### config.mk
export PLATFORM = sky130hd
export DESIGN_NAME = wb_writeback_unit_flat
export DESIGN_NICKNAME = d
export VERILOG_FILES = /design/src/rtl/wb_writeback_unit_if.sv /design/src/rtl/wb_writeback_unit.sv /design/src/flat_wrapper.sv
export SDC_FILE = /design/constraint.sdc
export NUM_CORES = 1
export LEC_CHECK = 0
export BUFFER_PORTS_ARGS = -buffer_cell sky130_fd_sc_hd__buf_2
export CORE_MARGIN = 2
export CORE_UTILIZATION = 45
export DETAILED_ROUTE_END_ITERATION = 7
export PLACE_DENSITY_LB_ADDON = 0.15
export SKIP_CTS_REPAIR_TIMING = 1
export SLEW_MARGIN = 20
export SYNTH_ARGS = -nofsm -noshare
export SYNTH_HDL_FRONTEND = slang
export SYNTH_SLANG_ARGS = --single-unit
### constraint.sdc
create_clock -name clk -period 2.53 [get_ports clk]
set_input_delay 0.253 -clock clk [delete_from_list [all_inputs] [get_ports clk]]
set_output_delay 0.253 -clock clk [all_outputs]
set_load 0.1 [all_outputs]
### src/rtl/wb_writeback_unit_if.sv
// MEM/WB -> writeback handshake bundle: one retired instruction per wb_valid & wb_ready.
interface wb_writeback_unit_if #(
  parameter int XLEN   = 32,
  parameter int MLANES = 4,
  parameter int RF_AW  = 5
);
  logic                    wb_valid;
  logic                    wb_ready;
  logic [XLEN-1:0]         wb_mem_data;
  logic [XLEN-1:0]         wb_alu_o;
  logic [XLEN*MLANES-1:0]  wb_matrix_o;
  logic [RF_AW-1:0]        wb_rd;
  logic                    wb_mem2reg;
  logic [1:0]              wb_w_select;

  modport master (
    output wb_valid, wb_mem_data, wb_alu_o, wb_matrix_o, wb_rd, wb_mem2reg, wb_w_select,
    input  wb_ready
  );

  modport slave (
    input  wb_valid, wb_mem_data, wb_alu_o, wb_matrix_o, wb_rd, wb_mem2reg, wb_w_select,
    output wb_ready
  );
endinterface

### src/rtl/wb_writeback_unit.sv
// Writeback stage: scalar results in one RF beat, matrix results drained over MLANES beats.
// Optional macro WB_FWD_EN adds forwarding outputs and a pending-register mask.
module wb_writeback_unit #(
  parameter int XLEN   = 32,
  parameter int MLANES = 4,
  parameter int RF_AW  = 5
) (
  input  logic               clk,
  input  logic               rst,
  wb_writeback_unit_if.slave wb,
  output logic               rf_we,
  output logic [RF_AW-1:0]   rf_waddr,
  output logic [XLEN-1:0]    rf_wdata,
  output logic               wb_busy
`ifdef WB_FWD_EN
  ,
  output logic               fwd_valid,
  output logic [RF_AW-1:0]   fwd_addr,
  output logic [XLEN-1:0]    fwd_data,
  output logic [(1<<RF_AW)-1:0] fwd_pending_mask
`endif
);
  localparam int CW = (MLANES > 1) ? $clog2(MLANES) : 1;

  typedef enum logic {IDLE, MAT} state_t;

  state_t                       state;
  logic [CW-1:0]                cnt;
  logic [MLANES-1:0][XLEN-1:0]  mat_q;
  logic [RF_AW-1:0]             rd_q;

  logic                         xfer;
  logic [MLANES-1:0][XLEN-1:0]  lanes_in;
  logic [XLEN-1:0]              scalar;
  logic [RF_AW-1:0]             beat_addr;

  assign wb.wb_ready = (state == IDLE);
  assign wb_busy     = (state != IDLE);
  assign xfer        = wb.wb_valid & wb.wb_ready;
  assign lanes_in    = wb.wb_matrix_o;
  assign scalar      = wb.wb_mem2reg ? wb.wb_mem_data : wb.wb_alu_o;
  // Address arithmetic is RF_AW wide so rd+cnt wraps modulo the register count.
  assign beat_addr   = rd_q + RF_AW'(cnt);

  always_ff @(posedge clk) begin
    if (rst) begin
      state    <= IDLE;
      cnt      <= '0;
      rf_we    <= 1'b0;
      rf_waddr <= '0;
      rf_wdata <= '0;
      mat_q    <= '0;
      rd_q     <= '0;
    end else begin
      case (state)
        IDLE: begin
          rf_we <= 1'b0;
          if (xfer) begin
            case (wb.wb_w_select)
              2'd1: begin
                rf_we    <= (wb.wb_rd != '0);
                rf_waddr <= wb.wb_rd;
                rf_wdata <= scalar;
              end
              2'd2: begin
                mat_q    <= lanes_in;
                rd_q     <= wb.wb_rd;
                rf_we    <= (wb.wb_rd != '0);
                rf_waddr <= wb.wb_rd;
                rf_wdata <= lanes_in[0];
                cnt      <= CW'(1);
                state    <= MAT;
              end
              default: ;
            endcase
          end
        end
        MAT: begin
          rf_we    <= (beat_addr != '0);
          rf_waddr <= beat_addr;
          rf_wdata <= mat_q[cnt];
          if (cnt == CW'(MLANES-1)) begin
            cnt   <= '0;
            state <= IDLE;
          end else begin
            cnt <= cnt + CW'(1);
          end
        end
        default: state <= IDLE;
      endcase
    end
  end

`ifdef WB_FWD_EN
  logic [(1<<RF_AW)-1:0] pend_q, set_mask;

  // Beat 0 is emitted at the transfer edge, so only lanes 1.. are ever pending.
  always_comb begin
    set_mask = '0;
    for (int k = 1; k < MLANES; k++)
      set_mask[wb.wb_rd + RF_AW'(k)] = 1'b1;
    set_mask[0] = 1'b0;
  end

  always_ff @(posedge clk) begin
    if (rst)
      pend_q <= '0;
    else if (state == IDLE && xfer && wb.wb_w_select == 2'd2)
      pend_q <= set_mask;
    else if (state == MAT)
      pend_q[beat_addr] <= 1'b0;
  end

  assign fwd_valid        = rf_we;
  assign fwd_addr         = rf_waddr;
  assign fwd_data         = rf_wdata;
  assign fwd_pending_mask = pend_q;
`endif
endmodule

### src/flat_wrapper.sv
// flat-port wrapper written by rule: the top's interface ports become plain ports
module wb_writeback_unit_flat 
#(
  parameter int XLEN   = 32,
  parameter int MLANES = 4,
  parameter int RF_AW  = 5
)
  (clk, rst, rf_we, rf_waddr, rf_wdata, wb_busy, wb_wb_valid, wb_wb_mem_data, wb_wb_alu_o, wb_wb_matrix_o, wb_wb_rd, wb_wb_mem2reg, wb_wb_w_select, wb_wb_ready);
  wb_writeback_unit_if #(.XLEN(XLEN), .MLANES(MLANES), .RF_AW(RF_AW)) wb_i ();
  input  logic clk;
  input  logic rst;
  output logic rf_we;
  output logic [RF_AW-1:0] rf_waddr;
  output logic [XLEN-1:0] rf_wdata;
  output logic wb_busy;
  input wire logic [$bits(wb_i.wb_valid)-1:0] wb_wb_valid;
  input wire logic [$bits(wb_i.wb_mem_data)-1:0] wb_wb_mem_data;
  input wire logic [$bits(wb_i.wb_alu_o)-1:0] wb_wb_alu_o;
  input wire logic [$bits(wb_i.wb_matrix_o)-1:0] wb_wb_matrix_o;
  input wire logic [$bits(wb_i.wb_rd)-1:0] wb_wb_rd;
  input wire logic [$bits(wb_i.wb_mem2reg)-1:0] wb_wb_mem2reg;
  input wire logic [$bits(wb_i.wb_w_select)-1:0] wb_wb_w_select;
  output wire logic [$bits(wb_i.wb_ready)-1:0] wb_wb_ready;
  assign wb_i.wb_valid = wb_wb_valid;
  assign wb_i.wb_mem_data = wb_wb_mem_data;
  assign wb_i.wb_alu_o = wb_wb_alu_o;
  assign wb_i.wb_matrix_o = wb_wb_matrix_o;
  assign wb_i.wb_rd = wb_wb_rd;
  assign wb_i.wb_mem2reg = wb_wb_mem2reg;
  assign wb_i.wb_w_select = wb_wb_w_select;
  assign wb_wb_ready = wb_i.wb_ready;
  wb_writeback_unit #(.XLEN(XLEN), .MLANES(MLANES), .RF_AW(RF_AW)) u_core (.clk(clk), .rst(rst), .wb(wb_i), .rf_we(rf_we), .rf_waddr(rf_waddr), .rf_wdata(rf_wdata), .wb_busy(wb_busy));
endmodule
==> results.md, run 1 <==
- Status: finished clean
- Fmax: roughly 510 MHz
- EDFF count, synth: 0
- Distinct cells, synth: 39
- Setup violations, final: 0
- Final ANT Viol Nets: 0
- Max-Slew Margin vs Limit: 0.517
- Cells after synthesis: ~940
- # port buffers: 242
- RSZ-0062 raised after global routing: false
- Met2 wire length: roughly 11 mm
- Hold path startpoint: wb_wb_matrix_o[87]
- Mapped Area: roughly 8000 sq um
- Yosys top cell area share: 0.434
- Kind of end point of the critical path: primary output
- Die area: between 15000 and 20000 sq um
- Initial Util: 0.462
- Post-DR vias/cell: 5.24
- Avg Cell Area, Syn: around 8.6 sq um
- Finished Layout Cells: roughly 1.4k
- Clock transition at path regs: ~0.070 ns
- Worst-Skew Late Latency: ~0.42 ns
- Syn Nets: roughly 1.1k
- Initial DRC count: between 300 and 400
- Power density over cell area: 708 nW/um^2
- Post-synthesis sequential area ratio: 0.434
- Final period util: 0.771
- Leak: 3.96 nW
- Area contributors post-synth: dfxtp_1 43%, nand2_1 14%, a21oi_1 8.6%, mux4_2 6.7%, mux2i_1 4.2%
- Core region area: 17400 sq um
- H-tree levels: 4
- Root Buffer: clkbuf_16
- CTS Buf Count: 17
- # clock sinks: 174
- Worst Path Max Fanout: 39
- Reg2reg setup slack: around 0.64 ns
- Hold Path End: u_core.mat_q[87]
- I/O pins: ~240
- Critical path class: flip-flop to primary output
- Final Net Count: between 1k and 1.5k
- Final wirelength: about 22 mm
- Inst Count DP: approximately 1.3k
- Global-route wire length before repair: 33.9 mm
- Max-Cap Viols: 0
- Hold Crit Depth: 3
- Bufs on Longest Clock Path: 2
- Slew @ Worst Pin: around 0.72 ns
- Setup TNS: 0 ns
- Via count: around 7k
- Max-slew violations: 0
- Worst reg2reg path endpoint: u_core.rf_wdata[19]
- Pin count of the biggest net entering global routing: 74
- Initial antenna violation count: 3
- All-layer global routing usage: 0.230
- Gr ovfl total: 0
- Req. time, crit path: between 2 and 2.5 ns
- CP arrival: between 1.5 and 2 ns
- Async SR Flop Fraction: 0
- Synth Register Bits: between 150 and 200
- Wl on met1: around 9.5 mm
- Layout area overhead: 22.7%
- Rows: between 40 and 50
- CTS tree: yes
- DRC Markers: 0
- WL met3: about 1.2 mm
- FF-to-FF path depth: 4
- Die Wd: roughly 140 microns
- Hold/Removal Path Class: primary input to flip-flop
- RePlAce Congestion: 0.746
- Final Critical Period: approximately 2.0 ns
- Synth area leader: dfxtp_1
- Primary FF master, synth: dfxtp_1
- RR Startpoint: u_core.cnt[0]
- Crit start category: flip-flop
- Max layer used: met5
- Chip Height: between 100 and 150 microns
- VDD IR max: approximately 460 uV
- Clock skew: approximately 0.0099 ns
- Vias in the first global route: between 6k and 7k
- YS warnings: 0
- Drt pass-1 iters: 4
- Final HPWL DP: around 15 mm
- Most numerous cell in the Yosys netlist: nand2_1
- Number of fill cells: 1665
- Synth cell count leaders: 307 x nand2_1, 174 x dfxtp_1, 138 x a21oi_1, 35 x nor2_1, 34 x mux2i_1
- Post-DR wirelength/cell: ~16 microns
- Final Hold Vio Count: 0
- Share of layout cells above drive strength 1: 0.288
-- registers in the layout, summed over array words and instances (netlist names) --
signal           cells
u_core.rf_waddr      5
u_core.rf_wdata     32
u_core.wb_busy       1
u_core.mat_q       128
u_core.rd_q          5
u_core.cnt           2
u_core.rf_we         1
-- area by class of cell --
type / count / area, sq um / area share
timing repair buffer: 261 / 1430 / 0.146
tap: 225 / 282 / 0.0286
clock inverter: 12 / 158 / 0.0160
antenna: 2 / 5.00 / 0.000509
inverter: 6 / 22.5 / 0.00229
multi-input combinational: 671 / 4000 / 0.407
sequential: 174 / 3490 / 0.354
clock buffer: 20 / 447 / 0.0454
-- power by group --
| part | internal (mW) | leakage, nW | total [mW] | switching, mW |
|---|---|---|---|---|
| sequential | 2.88 | 1.42 | 2.95 | 0.0758 |
| clock | 1.59 | 0.287 | 2.69 | 1.10 |
| combinational | 0.397 | 2.25 | 1.32 | 0.924 |
-- layer usage --
metal | up-vias | track usage
li1 | 3613 | -
met1 | 3340 | 0.295
met2 | 206 | 0.396
met3 | 20 | 0.0408
met4 | 2 | 0.0664
met5 | - | 0
-- worst max-delay path, stage by stage, from the launching register on --
cell and delay (ns):
dfxtp_1 0.44, inv_2 0.17, buf_4 0.42, buf_12 0.24
-- through the flow --
stage          utilization  hold WS, ns  setup WS, ns  instance area, sq um  power [mW]
6_report             0.567       0.0599         0.579                  9840        6.96
5_1_grt              0.567       0.0575         0.497                  9830        7.23
3_5_place_dp         0.532        0.444         0.637                  9230        4.34
3_3_place_gp         0.532        0.438         0.673                  9230        4.33
2_1_floorplan            -        0.389         0.438                  8020        4.00
4_1_cts              0.566       0.0426         0.548                  9830        7.03
-- cell usage in the layout (no fill, tap or decap), types with 3 or more instances in the layout --
cell	synthesis	layout
bufinv_16	0	3
inv_6	0	3
inv_1	5	5
buf_12	2	6
a21oi_1	138	138
nor2_1	35	35
o211ai_1	27	27
dfxtp_1	174	172
mux4_1	8	8
mux2i_1	34	34
a211oi_1	31	31
ha_1	4	3
o21ai_1	32	32
clkbuf_16	0	17
mux4_2	24	24
buf_4	4	15
a311oi_1	3	3
nand2_1	307	307
o211ai_2	5	5
clkinvlp_4	0	3
buf_2	31	240
-- cell families (layout without fill, tap and decap cells) --
family	after synthesis	count (layout)	synth area share
multiplexers	66	66	0.136
flip-flops	174	174	0.434
other	0	2	0
adder cells (fa/ha/maj)	5	5	0.00874
AND/OR/NAND/NOR	355	355	0.171
buffers and inverters	90	299	0.0683
XOR/XNOR	2	2	0.00218
AO/OA/AOI/OAI	243	243	0.179
-- worst max path at each step --
stage	slack, ns	start	to	cells past startpoint
global route	0.50	u_core.wb_busy	wb_wb_ready	3
CTS	0.55	u_core.wb_busy	wb_wb_ready	3
detailed placement	0.64	u_core.cnt[0]	u_core.rf_wdata[21]	4
floorplan	0.44	u_core.wb_busy	u_core.rf_wdata[16]	5
finish	0.58	u_core.wb_busy	wb_wb_ready	3
global placement	0.67	u_core.cnt[0]	u_core.rf_wdata[17]	4
(Power assumes the default switching activity.)
==> inputs of run 2 (changes only) <==
- clock period: 2.53 -> 1.75 ns (I/O delays scaled with it)
==> run 2 against run 1 <==
  * Critical path type is now flip-flop to flip-flop
  * Largest cell class unchanged
  * Critical endpoint is now u_core.rf_we
  * Setup slack worse by 0.51 ns
  * Largest power group unchanged
  * Clock power up 35%
  * Final area up 6.3%
  * Cell count up 4.1%
  * Wire length up 1.8%
  * The run now ends with hold timing left
==> results.md, run 2 (synthesis gave the netlist of run 1 again) <==
- Int Power: 6.76 mW (+39%)
- Finished Cell Area: 10500 sq um (+6.3%)
- Final wirelength: 21.9 mm (+1.8%)
- Final Hold Vio Count: 20 (+20)
- Chip Height: 138 microns (unchanged)
- Max-slew violations: 0 (unchanged)
- Max-Slew Margin vs Limit: 0.667 (+0.151)
- WHS: -0.0184 ns (-0.0783 ns)
- Kind of end point of the critical path: flip-flop
- Root Buffer: clkbuf_16
- Net switching fraction of the power: 0.320 (+0.0182)
- Core Util, Final: 0.603 (+0.0359)
- Failing checks: hold timing
- Clock transition at path regs: 0.07 ns (about the same)
- Worst Path Max Fanout: 2 (-95%)
- Ordered list of cells on the worst path: ha_4, inv_2, fa_2, nand3b_1, xnor2_2, o31ai_1, a21oi_1
- Largest register FFs: 128 (unchanged)
- Worst-Skew Late Latency: 0.43 ns (about the same)
- Initial Util: 0.462 (unchanged)
- Finished Layout Cells: 1427 (+4.1%)
- All-layer global routing usage: 0.226 (-0.00355)
- Final period util: 0.961
- Hold/Removal Path Class: primary input to flip-flop
- Reg with most FFs: u_core.mat_q
- Crit path largest cell delay: 0.36 ns (-0.08 ns)
- Setup TNS: 0 ns (unchanged)
- Req. time, crit path: 2.05 ns (-0.23 ns)
- Status: complete, but fails checks
- RePlAce Congestion: 0.772 (+3.4%)
- I/O pins: 243 (unchanged)
- Global-route wire length before repair: 33.5 mm (-1.1%)
- Fmax: around 600 MHz
- Die Wd: 138 microns (unchanged)
- Critical path class: flip-flop to flip-flop
- Clock power frac: 0.364 (-0.022)
- Setup violations, final: 0 (unchanged)
- Most common cell after layout, fill and taps aside: nand2_1
- CTS tree: yes
- Share of layout cells above drive strength 1: 0.292 (+0.00467)
- Bufs on Longest Clock Path: 2 (unchanged)
- Crit start category: flip-flop
- Post-DR wirelength/cell: 15.4 microns (-2.2%)
- Drt pass-1 iters: 5 (+1)
- Post-DR vias/cell: 5.17 (-1.3%)
- Area taken by multi-input logic gates: 4020 sq um (+0.47%)
- Max-Cap Viols: 0 (unchanged)
- Final ANT Viol Nets: 0 (unchanged)
- VDD IR max: 731 uV (+58%)
- Switching power: 3.17 mW (+51%)
- Layout area overhead: 30.4%
- Comb power frac: 0.206 (+0.016)
- Final Net Count: 1396 (+4.3%)
- FF+latch area: 3490 sq um (+0.14%)
- Initial DRC count: 487 (+43%)
- CTS Buf Count: 17 (unchanged)
- Gr ovfl total: 0 (unchanged)
- Die area: 18900 sq um (unchanged)
- Vias in the first global route: 6714 (-1.1%)
- Rows: 48 (unchanged)
- Core region area: 17400 sq um (unchanged)
- RSZ-0062 raised after global routing: true
- Via count: 7379 (+2.8%)
- Inst Count DP: 1348 (+0.82%)
- Initial antenna violation count: 2 (-1)
- Slew @ Worst Pin: 0.502 ns (-0.222 ns)
- DRC Markers: 0 (unchanged)
- # port buffers: 242 (unchanged)
- Leak: 4.22 nW (+6.7%)
- H-tree levels: 4 (unchanged)
- Final Critical Period: 1.68 ns
- Pin count of the biggest net entering global routing: 73 (-1.4%)
- Largest registers: u_core.mat_q (128), u_core.rf_wdata (32)
- Reg power frac: 0.429 (+0.005)
- Final HPWL DP: 14.8 mm (+1.1%)
- Commonest cells after routing, fill and taps aside: 307 x nand2_1, 240 x buf_2, 170 x dfxtp_1
- Critical path's slowest cell: dfxtp_2
- CP arrival: 1.99 ns (+0.29 ns)
- Number of fill cells: 1625 (-2.4%)
- Power density over cell area: 950 nW/um^2 (+34%)
- Clock skew: 0.0105 ns (+0.000514 ns)
- Placement-stage cell area: 9410 sq um (+2.0%)
- # clock sinks: 174 (unchanged)
-- run 2: per-layer routing --
metal / wire [microns] / vias to the layer above / track usage
met5: 24 / - / 0
met4: 229 / 4 / 0.0624
met3: 1430 / 21 / 0.0482
met2: 10400 / 231 / 0.372
met1: 9850 / 3394 / 0.302
li1: - / 3729 / -
-- run 2: worst paths after layout --
| path | from | end | slack (ns) | cells past startpoint |
|---|---|---|---|---|
| worst max-delay path | u_core.rd_q[0] | u_core.rf_we | 0.07 | 7 |
| worst min register to register | u_core.mat_q[48] | u_core.mat_q[48] | 0.45 | 2 |
| worst min-delay path | wb_wb_matrix_o[100] | u_core.mat_q[100] | -0.02 | 3 |
| worst max register to register | u_core.rd_q[0] | u_core.rf_we | 0.07 | 7 |
-- run 2: cell type report --
cell class / instances / share of cell area
Clock buffer: 18 / 0.0420
Clock inverter: 14 / 0.0120
Multi-Input combinational cell: 671 / 0.385
Inverter: 6 / 0.00215
Timing Repair Buffer: 318 / 0.198
Sequential cell: 174 / 0.334
Antenna cell: 1 / 0.000239
Tap cell: 225 / 0.0269
-- run 2: worst max-delay path: cells and delay by family (launching register included) --
family / cells / cell delay [ns]
AO/OA/AOI/OAI: 2 / 0.32
adder cells (fa/ha/maj): 2 / 0.47
buffers and inverters: 1 / 0.03
flip-flops: 1 / 0.36
AND/OR/NAND/NOR: 1 / 0.21
XOR/XNOR: 1 / 0.17
-- run 2: stage by stage --
step | worst slack (ns) | power (mW)
finish | 0.0687 | 9.93
global route | -0.0225 | 10.3
CTS | -0.0197 | 9.93
detailed placement | -0.00524 | 6.32
global placement | 0.0203 | 6.31
floorplan | 0.0207 | 5.78
-- run 2: power groups by stage --
stage / clock network, mW / registers [mW] / logic, mW
finish: 3.62 / 4.26 / 2.05
global route: 3.84 / 4.29 / 2.19
CTS: 3.69 / 4.26 / 1.97
detailed placement: 0 / 4.35 / 1.97
global placement: 0 / 4.35 / 1.96
floorplan: 0 / 5.01 / 0.771
==> inputs of run 3 (changes only) <==
- PLACE_DENSITY: default -> 0.78
- PLACE_DENSITY_LB_ADDON: 0.15 -> default
- clock period: 1.75 -> 2.15 ns (I/O delays scaled with it)
==> run 3 against run 2 <==
  * The flow now finishes without violations
  * Largest power group unchanged
  * Clock power shrank 19%
  * Largest cell class unchanged
  * Hold slack gained 0.033 ns
  * Critical path depth is the same
  * Count of clock-buffer cells in the layout is the same
  * Register-to-register slack gained 0.20 ns
  * Final area shrank 5.8%
  * Highest routed layer is now met4
==> results.md, run 3 (synthesis gave the netlist of run 1 again) <==
- Worst Path Max Fanout: 2 (unchanged)
- Reg power frac: 0.435 (+0.006)
- Bufs on Longest Clock Path: 2 (unchanged)
- Fmax: 531 MHz (-11%)
- RePlAce Congestion: 0.815 (+5.6%)
- Hold path startpoint: wb_wb_matrix_o[75]
- I/O pins: 243 (unchanged)
- Diodes inserted: 0 (-1)
- # port buffers: 242 (unchanged)
- Most common cell after layout, fill and taps aside: nand2_1
- Clock power frac: 0.369 (+0.005)
- Hold Path End: u_core.mat_q[75]
- Tot Pwr: 7.99 mW (-20%)
- VDD IR max: 561 uV (-23%)
- Initial DRC count: 386 (-21%)
- RR Startpoint: u_core.cnt[0]
- Initial Util: 0.462 (unchanged)
- Reg2reg setup slack: 0.27 ns (+0.20 ns)
- Reg with most FFs: u_core.mat_q
- Vias in the first global route: 6929 (+3.2%)
- Max-slew violations: 0 (unchanged)
- Die area: 18900 sq um (unchanged)
- Final Net Count: 1339 (-4.1%)
- Final Critical Period: 1.88 ns (+0.200 ns)
- Max-Slew Margin vs Limit: 0.665 (-0.00197)
- Max-Cap Viols: 0 (unchanged)
- Hold Crit Depth: 3 (unchanged)
- Setup violations, final: 0 (unchanged)
- Via count: 7312 (-0.91%)
- Rows: 48 (unchanged)
- Req. time, crit path: 2.45 ns (+0.40 ns)
- Status: finished clean
- CP arrival: 2.18 ns (+0.19 ns)
- Net switching fraction of the power: 0.314 (-0.00576)
- Die Wd: 138 microns (unchanged)
- Clock transition at path regs: 0.07 ns (about the same)
- Comb power frac: 0.197 (-0.009)
- Worst Setup SP: u_core.cnt[0]
- DRC Markers: 0 (unchanged)
- Gr ovfl total: 0 (unchanged)
- Final ANT Viol Nets: 0 (unchanged)
- # clock sinks: 174 (unchanged)
- Worst reg2reg path endpoint: u_core.rf_we
- CTS tree: yes
- Post-DR vias/cell: 5.34 (+3.3%)
- Global-route wire length before repair: 33.2 mm (-0.86%)
- Share of layout cells above drive strength 1: 0.288 (-0.00379)
- Final wirelength: 21.2 mm (-3.4%)
- All-layer global routing usage: 0.226 (about the same)
- Final Hold Vio Count: 0 (-100%)
- Slew @ Worst Pin: 0.505 ns (+0.00297 ns)
- Post-DR wirelength/cell: 15.5 microns (+0.69%)
- Core region area: 17400 sq um (unchanged)
- Number of fill cells: 1664 (+2.4%)
- RSZ-0062 raised after global routing: false
- Power density over cell area: 811 nW/um^2 (-15%)
- Critical path class: flip-flop to flip-flop
- CTS Buf Count: 17 (unchanged)
- Root Buffer: clkbuf_16
- Leak: 3.96 nW (-6.2%)
- FF-to-FF path depth: 7 (unchanged)
- Final period util: 0.875 (-0.0855)
- Largest registers: u_core.mat_q (128), u_core.rf_wdata (32)
- Crit start category: flip-flop
- Switching power: 2.51 mW (-21%)
- Largest register FFs: 128 (unchanged)
- Clock skew: 0.0141 ns (+0.00366 ns)
- Kind of end point of the critical path: flip-flop
- Initial antenna violation count: 0 (-2)
- Worst-Skew Late Latency: 0.43 ns (about the same)
- Chip Height: 138 microns (unchanged)
- Hold/Removal Path Class: primary input to flip-flop
- Drt pass-1 iters: 5 (unchanged)
- Final HPWL DP: 14.8 mm (-0.25%)
- Setup TNS: 0 ns (unchanged)
- Layout area overhead: 22.8%
- Commonest cells after routing, fill and taps aside: 307 x nand2_1, 240 x buf_2, 172 x dfxtp_1
- Int Power: 5.48 mW (-19%)
- Pin count of the biggest net entering global routing: 71 (-2.7%)
- H-tree levels: 4 (unchanged)
-- run 3: worst max-delay path by stage --
stage	endpoint	cells past startpoint
after floorplan	u_core.rf_wdata[16]	5
after global placement	u_core.rf_we	7
after detailed placement	u_core.rf_we	7
after CTS	u_core.rf_we	7
after global routing	u_core.rf_we	7
final	u_core.rf_we	7
-- run 3: area by class of cell --
type | instances | area [sq um] | area share
Clock buffer | 18 | 429 | 0.0436
Inverter | 6 | 22.5 | 0.00229
Clock inverter | 14 | 130 | 0.0132
Multi-Input combinational cell | 671 | 4000 | 0.407
Tap cell | 225 | 282 | 0.0286
Sequential cell | 174 | 3490 | 0.354
Timing Repair Buffer | 261 | 1500 | 0.152
-- run 3: worst max-delay path, cell delays in order, from the launching register on --
cell	delay, ns
dfxtp_2	0.36
ha_1	0.17
inv_1	0.07
fa_1	0.44
nand3b_1	0.19
xnor2_1	0.16
o31ai_1	0.28
a21oi_1	0.10
-- run 3: metal layers --
metal	global-route usage	share of wire	routed length, microns	vias up
met2	0.392	0.50	10600	239
met1	0.281	0.42	8990	3414
met4	0.0716	0.016	340	0
li1	-	-	-	3629
met3	0.0486	0.061	1290	30
met5	0	0	0	-
-- run 3: metrics by stage --
stage	cells	hold slack [ns]	setup slack, ns	area [sq um]	util
final	1369	0.0144	0.268	9850	0.567
after global placement	1337	0.438	0.362	9290	0.535
after detailed placement	1337	0.443	0.289	9290	0.535
after CTS	1369	0.00406	0.263	9850	0.567
after floorplan	935	0.351	0.0578	8020	-
after global routing	1369	0.00657	0.0487	9850	0.567
-- run 3: power groups by stage --
stage          Sequential, mW  Clock, mW  Combinational (mW)
2_1_floorplan            4.07          0               0.627
3_3_place_gp             3.54          0                1.56
3_5_place_dp             3.54          0                1.58
4_1_cts                  3.47       3.01                1.58
5_1_grt                  3.49       3.15                1.68
6_report                 3.47       2.94                1.57
